**config.mk**
```make
export PLATFORM = sky130hd
export DESIGN_NAME = note_recorder
export DESIGN_NICKNAME = d
export VERILOG_FILES = /design/src/rtl/note_recorder.sv
export SDC_FILE = /design/constraint.sdc
export NUM_CORES = 1
export LEC_CHECK = 0
export BUFFER_PORTS_ARGS = -buffer_cell sky130_fd_sc_hd__buf_2
export CORE_MARGIN = 8
export CORE_UTILIZATION = 50
export CTS_CLUSTER_DIAMETER = 50
export DETAILED_ROUTE_END_ITERATION = 7
export GPL_ROUTABILITY_DRIVEN = 0
export PLACE_DENSITY = 0.65
export SYNTH_ARGS = -nofsm -noshare
export SYNTH_HDL_FRONTEND = slang
export SYNTH_SLANG_ARGS = --single-unit
```
**constraint.sdc**
```tcl
create_clock -name i_clk -period 12.1 [get_ports i_clk]
set_input_delay 1.815 -clock i_clk [delete_from_list [all_inputs] [get_ports i_clk]]
set_output_delay 1.815 -clock i_clk [all_outputs]
set_load 0.05 [all_outputs]
```
**src/rtl/note_recorder.sv**
```systemverilog
// note_recorder: captures the key bus as run-length encoded {note, duration}
// entries while recording and replays them to the buzzer path.
//
// Ports:
//   i_clk          system clock
//   i_rst          synchronous active-high reset
//   i_rec_btn      record level; rising edge in IDLE starts, low ends
//   i_play_start   one-cycle pulse, starts playback from IDLE
//   i_pressed_key  key code (0 = rest)
//   i_key_pressed  key valid
//   o_note_to_play note being replayed
//   o_play_note    high while a non-rest entry is replayed
//   o_note_buzzed  pulse on the first cycle of each non-rest entry
//   o_play_done    pulse after the last entry has been replayed
//   o_rec_count    number of valid entries
//   o_full         buffer filled during the last recording
//   o_state        0 = IDLE, 1 = RECORD, 2 = PLAY
module note_recorder #(
  parameter int unsigned DEPTH   = 32,
  parameter int unsigned DUR_W   = 26,
  parameter int unsigned MAX_DUR = (1 << 26) - 1
) (
  input  logic                    i_clk,
  input  logic                    i_rst,
  input  logic                    i_rec_btn,
  input  logic                    i_play_start,
  input  logic [3:0]              i_pressed_key,
  input  logic                    i_key_pressed,
  output logic [3:0]              o_note_to_play,
  output logic                    o_play_note,
  output logic                    o_note_buzzed,
  output logic                    o_play_done,
  output logic [$clog2(DEPTH):0]  o_rec_count,
  output logic                    o_full,
  output logic [1:0]              o_state
);

  localparam int unsigned AW = (DEPTH > 1) ? $clog2(DEPTH) : 1;
  localparam int unsigned CW = $clog2(DEPTH) + 1;

  typedef enum logic [1:0] {
    S_IDLE   = 2'd0,
    S_RECORD = 2'd1,
    S_PLAY   = 2'd2
  } state_t;

  typedef struct packed {
    logic [3:0]       note;
    logic [DUR_W-1:0] dur;
  } entry_t;

  // Entry buffer; never reset, validity is tracked by r_wr_ptr.
  entry_t r_mem [DEPTH];

  state_t           r_state;
  logic             r_rec_q;
  logic [CW-1:0]    r_wr_ptr;
  logic [CW-1:0]    r_rd_ptr;
  logic [DUR_W-1:0] r_cnt;
  logic [3:0]       r_seg_note;
  logic [DUR_W-1:0] r_seg_dur;
  logic             r_full;
  logic [3:0]       r_note_to_play;
  logic             r_play_note;
  logic             r_note_buzzed;
  logic             r_play_done;

  state_t           w_state_nxt;
  logic [CW-1:0]    w_wr_ptr_nxt;
  logic [CW-1:0]    w_rd_ptr_nxt;
  logic [DUR_W-1:0] w_cnt_nxt;
  logic [3:0]       w_seg_note_nxt;
  logic [DUR_W-1:0] w_seg_dur_nxt;
  logic             w_full_nxt;
  logic [3:0]       w_note_nxt;
  logic             w_play_note_nxt;
  logic             w_buzzed_nxt;
  logic             w_done_nxt;
  logic             w_wr_en;
  entry_t           w_wr_data;

  logic [3:0]       w_cur_note;
  logic             w_rec_rise;
  logic             w_last_slot;
  logic [AW-1:0]    w_wr_idx;
  logic [AW-1:0]    w_rd_idx;
  entry_t           w_rd_entry;

  assign w_cur_note  = i_key_pressed ? i_pressed_key : 4'd0;
  assign w_rec_rise  = i_rec_btn & ~r_rec_q;
  // The next write lands in the final slot and fills the buffer.
  assign w_last_slot = (r_wr_ptr == CW'(DEPTH - 1));
  assign w_wr_idx    = r_wr_ptr[AW-1:0];
  assign w_rd_idx    = r_rd_ptr[AW-1:0];
  assign w_rd_entry  = r_mem[w_rd_idx];

  // Next-state, datapath and next-output logic.
  always_comb begin
    w_state_nxt     = r_state;
    w_wr_ptr_nxt    = r_wr_ptr;
    w_rd_ptr_nxt    = r_rd_ptr;
    w_cnt_nxt       = r_cnt;
    w_seg_note_nxt  = r_seg_note;
    w_seg_dur_nxt   = r_seg_dur;
    w_full_nxt      = r_full;
    w_note_nxt      = 4'd0;
    w_play_note_nxt = 1'b0;
    w_buzzed_nxt    = 1'b0;
    w_done_nxt      = 1'b0;
    w_wr_en         = 1'b0;
    w_wr_data       = '{note: r_seg_note, dur: r_seg_dur};

    case (r_state)
      S_IDLE: begin
        // Record start wins over a simultaneous play request.
        if (w_rec_rise) begin
          w_state_nxt    = S_RECORD;
          w_wr_ptr_nxt   = '0;
          w_full_nxt     = 1'b0;
          w_seg_note_nxt = w_cur_note;
          w_seg_dur_nxt  = DUR_W'(1);
        end else if (i_play_start && (r_wr_ptr != '0)) begin
          w_state_nxt  = S_PLAY;
          w_rd_ptr_nxt = '0;
          w_cnt_nxt    = '0;
        end
      end

      S_RECORD: begin
        if (!i_rec_btn) begin
          // Close out the open segment on release.
          w_wr_en      = 1'b1;
          w_wr_ptr_nxt = r_wr_ptr + CW'(1);
          w_state_nxt  = S_IDLE;
          if (w_last_slot) begin
            w_full_nxt = 1'b1;
          end
        end else if ((w_cur_note == r_seg_note) && (r_seg_dur < DUR_W'(MAX_DUR))) begin
          w_seg_dur_nxt = r_seg_dur + DUR_W'(1);
        end else begin
          // Note change or saturated run: commit and open a new segment.
          w_wr_en        = 1'b1;
          w_wr_ptr_nxt   = r_wr_ptr + CW'(1);
          w_seg_note_nxt = w_cur_note;
          w_seg_dur_nxt  = DUR_W'(1);
          if (w_last_slot) begin
            w_full_nxt  = 1'b1;
            w_state_nxt = S_IDLE;
          end
        end
      end

      S_PLAY: begin
        if (r_rd_ptr == r_wr_ptr) begin
          w_done_nxt  = 1'b1;
          w_state_nxt = S_IDLE;
        end else begin
          w_note_nxt      = w_rd_entry.note;
          w_play_note_nxt = (w_rd_entry.note != 4'd0);
          w_buzzed_nxt    = (r_cnt == '0) && (w_rd_entry.note != 4'd0);
          if (r_cnt == (w_rd_entry.dur - DUR_W'(1))) begin
            w_cnt_nxt    = '0;
            w_rd_ptr_nxt = r_rd_ptr + CW'(1);
          end else begin
            w_cnt_nxt = r_cnt + DUR_W'(1);
          end
        end
      end

      default: begin
        w_state_nxt = S_IDLE;
      end
    endcase
  end

  // State, control and output registers.
  always_ff @(posedge i_clk) begin
    if (i_rst) begin
      r_state        <= S_IDLE;
      r_rec_q        <= 1'b0;
      r_wr_ptr       <= '0;
      r_rd_ptr       <= '0;
      r_cnt          <= '0;
      r_seg_note     <= 4'd0;
      r_seg_dur      <= '0;
      r_full         <= 1'b0;
      r_note_to_play <= 4'd0;
      r_play_note    <= 1'b0;
      r_note_buzzed  <= 1'b0;
      r_play_done    <= 1'b0;
    end else begin
      r_state        <= w_state_nxt;
      r_rec_q        <= i_rec_btn;
      r_wr_ptr       <= w_wr_ptr_nxt;
      r_rd_ptr       <= w_rd_ptr_nxt;
      r_cnt          <= w_cnt_nxt;
      r_seg_note     <= w_seg_note_nxt;
      r_seg_dur      <= w_seg_dur_nxt;
      r_full         <= w_full_nxt;
      r_note_to_play <= w_note_nxt;
      r_play_note    <= w_play_note_nxt;
      r_note_buzzed  <= w_buzzed_nxt;
      r_play_done    <= w_done_nxt;
    end
  end

  // Buffer write port.
  always_ff @(posedge i_clk) begin
    if (w_wr_en && !i_rst) begin
      r_mem[w_wr_idx] <= w_wr_data;
    end
  end

  assign o_note_to_play = r_note_to_play;
  assign o_play_note    = r_play_note;
  assign o_note_buzzed  = r_note_buzzed;
  assign o_play_done    = r_play_done;
  assign o_rec_count    = r_wr_ptr;
  assign o_full         = r_full;
  assign o_state        = r_state;

endmodule

```
==> impl_metrics.py, run 1 <==
metrics = {
    "placed_design": {
        "dp_hpwl_um": 57800,
        "io_buffers": 24,
    },
    "grt": {
        "grt_util_all_layers_pct": 22.5,
        "grt_pass1_wl_um": 155000,
        "grt_pass1_vias": 22700,
        "overflow": 0,
        "antenna_found_initial": 0,
        "met3_usage_pct": 3.69,
        "grt_use_met2_pct": 36.6,
        "grt.busiest_layer": "met2",
        "grt_max_degree": 71,
        "use_met1_pct": 30.9,
    },
    "worst_setup_path": {
        "required_ps": 12670,
        "cpPeakStageDelay_ps": 840,
        "path_max_fanout": 43,
        "worst_setup_path_end_kind": "flop",
        "setup.worst_path.start_class": "flop",
        "r2r_cells": 13,
        "r2r_slack_ps": 5940,
        "worstReg2RegEnd": "r_cnt[23]",
        "crit_slowest_cell": "dfxtp_4",
        "cp_cell_sequence": "buf_4 -> mux4_1 -> mux4_2 -> mux2_2 -> and2b_2 -> nand4_2 -> nor4_4 -> mux2_1 -> a31oi_1 -> nor4_2 -> a31oi_2 -> nand2_1 -> nor2_1",
        "critPathKind": "flop to flop",
        "critPathArrivalTime_ps": 6730,
    },
    "routing": {
        "antenna_left": 0,
        "drc": 0,
        "num_vias": 22700,
        "drt_iter0_drc": 2813,
        "drt-vias-per-instance": 6.25,
        "drtPass1Iterations": 6,
        "routed_wl_um": 107000,
        "wl_per_cell_um": 29.5,
    },
    "sta": {
        "tns_ps": 0,
        "finalHoldViolations": 0,
        "slew_headroom_pct": 9.57,
        "fin_crit_sh_pct": 50.9,
        "period_minus_slack_ps": 6160,
        "hold_ws_ps": 471,
        "finalSetupViolations": 0,
        "fmax_mhz": 162,
        "fin_worst_skew_ps": 29.0,
        "rsz0062_at_grt": "no",
        "slew_violations": 0,
        "tightest_slew_ps": 1350,
    },
    "clock_network": {
        "cts-resized-gates": 0,
        "clockRootBuffer": "clkbuf_16",
        "clock_latency_ps": 660,
        "clock-sinks": 1044,
        "cts_hold_buf": 0,
        "cts_tree": "done",
        "cts_made_buffers": 106,
        "cts_max_path_buffers": 3,
        "h-tree-depth": 3,
        "post_cts_buffers": 0,
        "cts.clk_slew.worst_paths_ps": 60,
    },
    "synthesis": {
        "synth_area_leaders": "edfxtp_1 69%, mux4_2 6.7%, mux2i_1 5.9%",
        "synth.top_cell.area_share_pct": 68.8,
        "synth_warnings": 0,
        "yosysSeqAreaShare_pct": 72.8,
        "ys.flop_type": "edfxtp_1",
        "synth.distinct_cells": 79,
        "syn_inst": 2383,
        "syn-cell-area_um2": 41900,
        "netlist_top_cells_count": "960 x edfxtp_1, 247 x mux2i_1, 134 x nor2_1",
        "yosysTopAreaCell": "edfxtp_1",
        "async_flop_share_pct": 0,
        "yosysMostFrequentCell": "edfxtp_1",
        "ys_ff_latch": 1044,
        "synth_area_per_cell_um2": 17.6,
        "synth_edf_count": 960,
        "syn_nets": 2401,
    },
    "die": {
        "ios": 25,
        "die_y_um": 306,
        "die-width_um": 306,
        "start_util_pct": 50.3,
        "core-area_um2": 83300,
        "die_area_um2": 93400,
        "num_rows": 106,
    },
    "cells_and_area": {
        "area_growth_pct": 12.0,
        "n_antenna_cell": 0,
        "fillers": 6328,
        "drive_above_1_share_pct": 17.3,
        "fin_nets": 2480,
    },
    "pwr": {
        "power_leakage_uw": 0.0149,
        "vdd_drop_max_mv": 0.107,
        "power_density_nw_per_um2": 154,
    },
    "run": {
        "maxCapViolCount": 0,
    },
    "outcome": {
        "status": "finished clean",
    },
    "worst_hold_path": {
        "whs_path_depth": 2,
        "min_path_type": "flop to flop",
        "hold_end": "o_full",
        "hp-start": "o_full",
    },
}
how the worst max path moves through the flow:
stage / start / endpoint / slack, ps / depth (start not counted)
after floorplan: i_pressed_key[0] / r_mem[31][0] / 7560 / 9
after global placement: flop / r_cnt[0] / 6130 / 13
after detailed placement: flop / r_cnt[23] / 5930 / 13
after CTS: flop / r_cnt[23] / 5900 / 13
after global routing: flop / r_cnt[21] / 5480 / 14
final: flop / r_cnt[23] / 5940 / 13
metrics by stage:
step / std cells / power [uW] / instance area (um^2) / util [%] / worst slack, ps
3_3_place_gp: 3434 / 4020 / 43400 / 52.1 / 6130
6_report: 3634 / 7210 / 46900 / 56.4 / 5940
5_1_grt: 3634 / 7390 / 46900 / 56.4 / 5480
2_1_floorplan: 2383 / 4000 / 41900 / - / 7560
3_5_place_dp: 3434 / 4020 / 43400 / 52.1 / 5930
4_1_cts: 3634 / 7250 / 46900 / 56.4 / 5900
layout by cell type, fill, tap and decap left out, types with 10 or more instances in the layout:
cell type   count
edfxtp_1      960
mux2i_1       247
mux4_2        125
clkbuf_16     109
a22oi_1       104
nor2_1        101
nand2_1        98
nand3_1        90
dfxtp_1        79
buf_4          61
xor2_1         49
a21oi_1        38
xnor2_1        36
nor2_4         33
clkbuf_1       30
buf_2          24
nand4_1        23
o22ai_1        21
o21ai_0        19
inv_1          18
nor4_1         17
and3_1         16
nor3_1         16
clkinv_2       16
nor2b_1        15
clkinv_1       13
or3_1          10
mux4_1         10
clkinvlp_4     10
bufinv_16      10
power by group:
part           leakage [uW]  internal [uW]  switching, uW
combinational       0.00318           12.4           32.2
sequential           0.0100           3890           8.62
clock               0.00168           1900           1360
total                0.0149           5810           1400
final cells by class:
type	instances	area, um^2	area share [%]
well taps	1080	1350	2.88
clock inverters	57	614	1.31
repair buffers	85	578	1.23
flip-flops and latches	1044	30500	65.0
inverters	18	67.6	0.144
clock buffers	143	2900	6.17
multi-input cells	1207	10900	23.2
critical path, delay by kind of cell, from the launching register on:
kind | cells | cell delay [ps]
AOI/OAI and AO/OA | 2 | 720
muxes | 4 | 1840
buffers and inverters | 1 | 740
DFF | 1 | 840
and+or+nand+nor | 6 | 1830
logic make-up (layout without fill, tap and decap cells):
logic type	Yosys count	count (layout)	synth area share (%)
flops	1044	1044	72.8
simple gates	484	484	5.89
fa+ha+maj	9	9	0.269
compound gates	234	234	3.83
mux	395	395	13.6
buf+inv	132	303	1.84
xor+xnor	85	85	1.78
flip-flops by register name, summed over array words and instances, names as in the netlist, named ones only:
signal          flops
o_full              1
o_note_buzzed       1
o_note_to_play      4
o_play_done         1
o_play_note         1
o_rec_count         6
o_state             2
r_cnt              26
r_mem             960
r_rd_ptr            6
r_rec_q             1
r_seg_dur          26
r_seg_note          4
routing by layer:
| metal | wire (um) | up-vias | part of all wire [%] |
|---|---|---|---|
| li1 | - | 9679 | - |
| met5 | 0 | - | 0 |
| met3 | 8460 | 186 | 7.9 |
| met2 | 51500 | 1027 | 48 |
| met4 | 3490 | 0 | 3.3 |
| met1 | 43900 | 11800 | 41 |
Power figures use the tool's default switching activity.
==> run 2: changes to the inputs <==
- clock period: 12.1 -> 6.2 ns (I/O delays scaled with it)
==> impl_metrics.py, run 2 (same netlist as run 1, synthesis figures left out) <==
metrics = {
    "grt": {
        "grt_util_all_layers_pct": 22.7,
        "grt_max_degree": 84,
        "grt_pass1_wl_um": 157000,
        "antenna_found_initial": 1,
        "grt_pass1_vias": 23000,
        "overflow": 0,
    },
    "routing": {
        "wl_per_cell_um": 29.3,
        "antenna_left": 0,
        "drc": 0,
        "num_vias": 23000,
        "routed_wl_um": 108000,
        "drt-vias-per-instance": 6.24,
        "drtPass1Iterations": 6,
        "drt_iter0_drc": 2519,
    },
    "sta": {
        "fin_crit_sh_pct": 87.4,
        "fmax_mhz": 185,
        "slew_headroom_pct": 14.1,
        "rsz0062_at_grt": "no",
        "tns_ps": 0,
        "period_minus_slack_ps": 5420,
        "finalHoldViolations": 0,
        "tightest_slew_ps": 1290,
        "finalSetupViolations": 0,
        "slew_violations": 0,
        "fin_worst_skew_ps": 27.5,
    },
    "clock_network": {
        "cts.clk_slew.worst_paths_ps": 60,
        "cts-resized-gates": 0,
        "clock_latency_ps": 680,
        "cts_made_buffers": 112,
        "cts_hold_buf": 0,
        "cts_tree": "done",
        "post_cts_buffers": 0,
        "clockRootBuffer": "clkbuf_16",
        "h-tree-depth": 3,
        "clock-sinks": 1044,
        "cts_max_path_buffers": 3,
    },
    "cells_and_area": {
        "final_common_cell": "edfxtp_1",
        "multi_input_area_um2": 10900,
        "fin_area_um2": 47800,
        "n_antenna_cell": 0,
        "drive_above_1_share_pct": 19.3,
        "area_growth_pct": 14.0,
        "seq_area_um2": 30500,
        "fillers": 6173,
        "final_cell_mix": "960 x edfxtp_1, 247 x mux2i_1, 125 x mux4_2, 113 x clkbuf_16, 104 x a22oi_1",
        "largestRegisters": "r_mem x960, r_cnt x26, r_seg_dur x26",
        "fin_nets": 2524,
        "regMostFlops": "r_mem",
        "largest_reg_flops": 960,
    },
    "worst_hold_path": {
        "min_path_type": "flop to flop",
    },
    "placed_design": {
        "dp_hpwl_um": 61900,
        "io_buffers": 24,
        "placed_cell_area_um2": 44000,
    },
    "pwr": {
        "power_leakage_uw": 0.0153,
        "vdd_drop_max_mv": 0.233,
        "switching_power_uw": 2840,
        "sw_frac_of_total_pct": 19.6,
        "clkPwrFrac_pct": 47.0,
        "power_density_nw_per_um2": 304,
        "internal_power_uw": 11700,
        "combPwrFrac_pct": 0.6,
        "seq_power_share_pct": 52.4,
    },
    "die": {
        "start_util_pct": 50.3,
        "die-width_um": 306,
        "num_rows": 106,
        "core-area_um2": 83300,
        "die_area_um2": 93400,
        "die_y_um": 306,
        "ios": 25,
    },
    "worst_setup_path": {
        "crit_slowest_cell": "dfxtp_4",
        "critPathArrivalTime_ps": 6010,
        "setup.worst_path.start_class": "flop",
        "r2r_slack_ps": 780,
        "required_ps": 6800,
        "path_max_fanout": 37,
        "cpPeakStageDelay_ps": 880,
        "worst_setup_path_end_kind": "flop",
        "critPathKind": "flop to flop",
        "cp_cell_sequence": "buf_4 -> mux2i_1 -> a22oi_1 -> nand3_1 -> nand4_1 -> nor4_2 -> nand4_1 -> nor4_4 -> mux2_1 -> a31oi_1 -> nor4_2 -> a31oi_2 -> nand2_1 -> buf_4 -> nor2_1",
    },
    "run": {
        "maxCapViolCount": 0,
    },
    "outcome": {
        "status": "finished clean",
    },
}
## run 2: changes by cell type in the layout (fill, tap and decap cells not counted), moves of 5 or more
cell | previous run | this run
buf_12 | 0 | 22
buf_4 | 61 | 77
clkinv_4 | 1 | 6
inv_6 | 4 | 9
clkinv_2 | 16 | 22
bufinv_16 | 10 | 16
clkbuf_1 | 30 | 19
## run 2: through the flow
| stage | utilization, % | hold WS [ps] | total power [uW] | cells | setup WS, ps |
|---|---|---|---|---|---|
| after CTS | 57.4 | 483 | 14600 | 3683 | 834 |
| after detailed placement | 52.8 | 467 | 7850 | 3472 | 892 |
| after floorplan | - | 458 | 7810 | 2383 | 2070 |
| after global placement | 52.8 | 451 | 7840 | 3472 | 1010 |
| after global routing | 57.4 | 500 | 14900 | 3683 | 423 |
| final | 57.4 | 476 | 14500 | 3683 | 782 |
## run 2: per-layer routing
layer | share of wire [%] | GRT usage, %
met1 | 41 | 31.3
met2 | 48 | 36.9
met3 | 7.6 | 3.68
met4 | 3.5 | 7.96
met5 | 0 | 0
## run 2: power groups by stage
stage / Combinational, uW / Sequential, uW / Clock, uW
2_1_floorplan: 47.3 / 7760 / 0
3_3_place_gp: 87.0 / 7750 / 0
3_5_place_dp: 89.2 / 7760 / 0
4_1_cts: 89.7 / 7610 / 6900
5_1_grt: 97.2 / 7600 / 7180
6_report: 90.7 / 7610 / 6830
## run 2: critical path: cells and delay by family, from the launching register on
family	cells	cell delay, ps
compound gates	3	830
buf+inv	2	830
flops	1	880
mux	2	610
simple gates	8	2140
## run 2: area by class of cell
| class | instances | area share, % |
|---|---|---|
| Sequential cell | 1044 | 63.9 |
| Multi-Input combinational cell | 1207 | 22.8 |
| Clock buffer | 134 | 6.12 |
| Tap cell | 1080 | 2.83 |
| Timing Repair Buffer | 123 | 2.38 |
| Clock inverter | 77 | 1.85 |
| Inverter | 18 | 0.141 |
## run 2: final timing paths
kind | from | end | depth (start not counted)
worst min-delay path | o_full | o_full | 2
worst max register to register | flop | r_cnt[24] | 15
worst min register to register | o_full | o_full | 2
worst max-delay path | flop | r_cnt[24] | 15
==> run 3: changes to the inputs <==
- BUFFER_PORTS_ARGS: -buffer_cell sky130_fd_sc_hd__buf_2 -> not set
- CORE_ASPECT_RATIO: not set -> 1.4
- DONT_BUFFER_PORTS: not set -> 1
- PLACE_DENSITY: 0.65 -> not set
==> impl_metrics.py, run 3 (same netlist as run 1, synthesis figures left out) <==
metrics = {
    "sta": {
        "hold_ws_ps": 318,
        "period_minus_slack_ps": 5280,
        "fin_worst_skew_ps": 24.5,
        "tns_ps": 0,
        "setup_slack_ps": 922,
        "finalHoldViolations": 0,
        "tightest_slew_ps": 1220,
        "fmax_mhz": 189,
        "slew_violations": 0,
        "rsz0062_at_grt": "no",
        "finalSetupViolations": 0,
        "fin_crit_sh_pct": 85.1,
        "slew_headroom_pct": 18.5,
    },
    "routing": {
        "num_vias": 22700,
        "antenna_left": 0,
        "drt-vias-per-instance": 6.25,
        "routed_wl_um": 114000,
        "wl_per_cell_um": 31.4,
        "drtPass1Iterations": 6,
        "drt_iter0_drc": 2716,
        "drc": 0,
    },
    "worst_hold_path": {
        "whs_path_depth": 1,
        "min_path_type": "input port to flop",
    },
    "die": {
        "die-width_um": 261,
        "ios": 25,
        "start_util_pct": 50.5,
        "core-area_um2": 83000,
        "num_rows": 125,
        "die_area_um2": 93500,
        "die_y_um": 359,
    },
    "grt": {
        "antenna_found_initial": 0,
        "overflow": 0,
        "grt_pass1_vias": 23000,
        "grt_max_degree": 53,
        "grt_pass1_wl_um": 162000,
        "grt_util_all_layers_pct": 24.4,
    },
    "cells_and_area": {
        "regMostFlops": "r_mem",
        "drive_above_1_share_pct": 17.8,
        "largestRegisters": "r_mem x960, r_cnt x26, r_seg_dur x26",
        "area_growth_pct": 12.7,
        "fillers": 6190,
        "final_common_cell": "edfxtp_1",
        "largest_reg_flops": 960,
        "fin_nets": 2485,
        "n_antenna_cell": 0,
        "final_cell_mix": "960 x edfxtp_1, 247 x mux2i_1, 125 x mux4_2, 104 x a22oi_1, 102 x clkbuf_16",
    },
    "clock_network": {
        "clock-sinks": 1044,
        "cts.clk_slew.worst_paths_ps": 60,
        "clockRootBuffer": "clkbuf_16",
        "clock_latency_ps": 690,
        "cts-resized-gates": 0,
        "cts_made_buffers": 99,
        "h-tree-depth": 3,
        "cts_max_path_buffers": 3,
        "cts_tree": "done",
        "cts_hold_buf": 0,
        "post_cts_buffers": 0,
    },
    "worst_setup_path": {
        "worstReg2RegEnd": "r_rd_ptr[4]",
        "cp_cell_sequence": "buf_4 -> mux2i_1 -> a22oi_1 -> nand3_1 -> nand4_1 -> nor4_2 -> nand4_2 -> o41ai_1 -> nand3_1 -> nor4_2 -> a31oi_2 -> or3_1 -> a21boi_1",
        "required_ps": 6790,
        "cpPeakStageDelay_ps": 1010,
        "r2r_slack_ps": 920,
        "crit_end": "r_rd_ptr[4]",
        "setup.worst_path.start_class": "flop",
        "critPathKind": "flop to flop",
        "critPathArrivalTime_ps": 5870,
        "r2r_cells": 13,
        "crit_slowest_cell": "dfxtp_4",
        "worst_setup_path_end_kind": "flop",
        "path_max_fanout": 47,
    },
    "run": {
        "maxCapViolCount": 0,
    },
    "pwr": {
        "p_total_uw": 14000,
        "vdd_drop_max_mv": 0.212,
        "power_leakage_uw": 0.0150,
        "power_density_nw_per_um2": 297,
    },
    "placed_design": {
        "pre_cts_ws_ps": 899,
        "io_buffers": 0,
        "dp_hpwl_um": 60900,
    },
    "outcome": {
        "status": "finished clean",
    },
}
[run 3: cell types whose count changed in the layout (fill, tap and decap cells not counted), moves of 4 or more]
cell | previous run | this run
clkinv_1 | 14 | 19
clkinv_2 | 22 | 16
inv_6 | 9 | 3
clkbuf_16 | 113 | 102
buf_12 | 22 | 18
buf_2 | 24 | 0
[run 3: power by group]
| part | internal [uW] | switching [uW] | total, uW | leakage [uW] |
|---|---|---|---|---|
| sequential | 7590 | 17.0 | 7610 | 0.0100 |
| clock | 3670 | 2650 | 6330 | 0.00167 |
| combinational | 24.7 | 60.3 | 85.0 | 0.00334 |
| total | 11300 | 2730 | 14000 | 0.0150 |
[run 3: through the flow]
| stage | cell area (um^2) | cells | util (%) |
|---|---|---|---|
| after CTS | 47200 | 3633 | 56.9 |
| after global placement | 43800 | 3445 | 52.8 |
| after floorplan | 41900 | 2383 | - |
| final | 47200 | 3633 | 56.9 |
| after global routing | 47200 | 3633 | 56.9 |
| after detailed placement | 43800 | 3445 | 52.8 |
[run 3: how the worst min path moves through the flow]
stage / start / end / slack [ps]
floorplan: r_rd_ptr[5] / r_rd_ptr[5] / 460
global placement: r_rd_ptr[5] / r_rd_ptr[5] / 480
detailed placement: r_rd_ptr[5] / r_rd_ptr[5] / 490
CTS: i_rst / o_rec_count[1] / 270
global route: i_rst / o_rec_count[1] / 300
finish: i_rst / o_rec_count[1] / 320
[run 3: critical path: cells and delay by family (launching register included)]
| family | cells | cell delay, ps |
|---|---|---|
| and+or+nand+nor | 7 | 2120 |
| muxes | 1 | 260 |
| AOI/OAI and AO/OA | 4 | 1170 |
| DFF | 1 | 1010 |
| buffers and inverters | 1 | 540 |
[run 3: layer usage]
metal / global-route usage [%] / wire length, um / vias up
met5: 0 / 0 / -
met4: 9.33 / 3930 / 0
met3: 3.21 / 7470 / 191
met2: 42.3 / 58200 / 857
met1: 31.1 / 44400 / 12000
li1: - / - / 9693
[run 3: area by class of cell]
type / count / area (um^2) / area share (%)
well taps: 1079 / 1350 / 2.86
repair buffers: 97 / 953 / 2.02
clock inverters: 65 / 737 / 1.56
multi-input cells: 1207 / 10900 / 23.1
inverters: 18 / 67.6 / 0.143
flip-flops and latches: 1044 / 30500 / 64.6
clock buffers: 123 / 2680 / 5.68
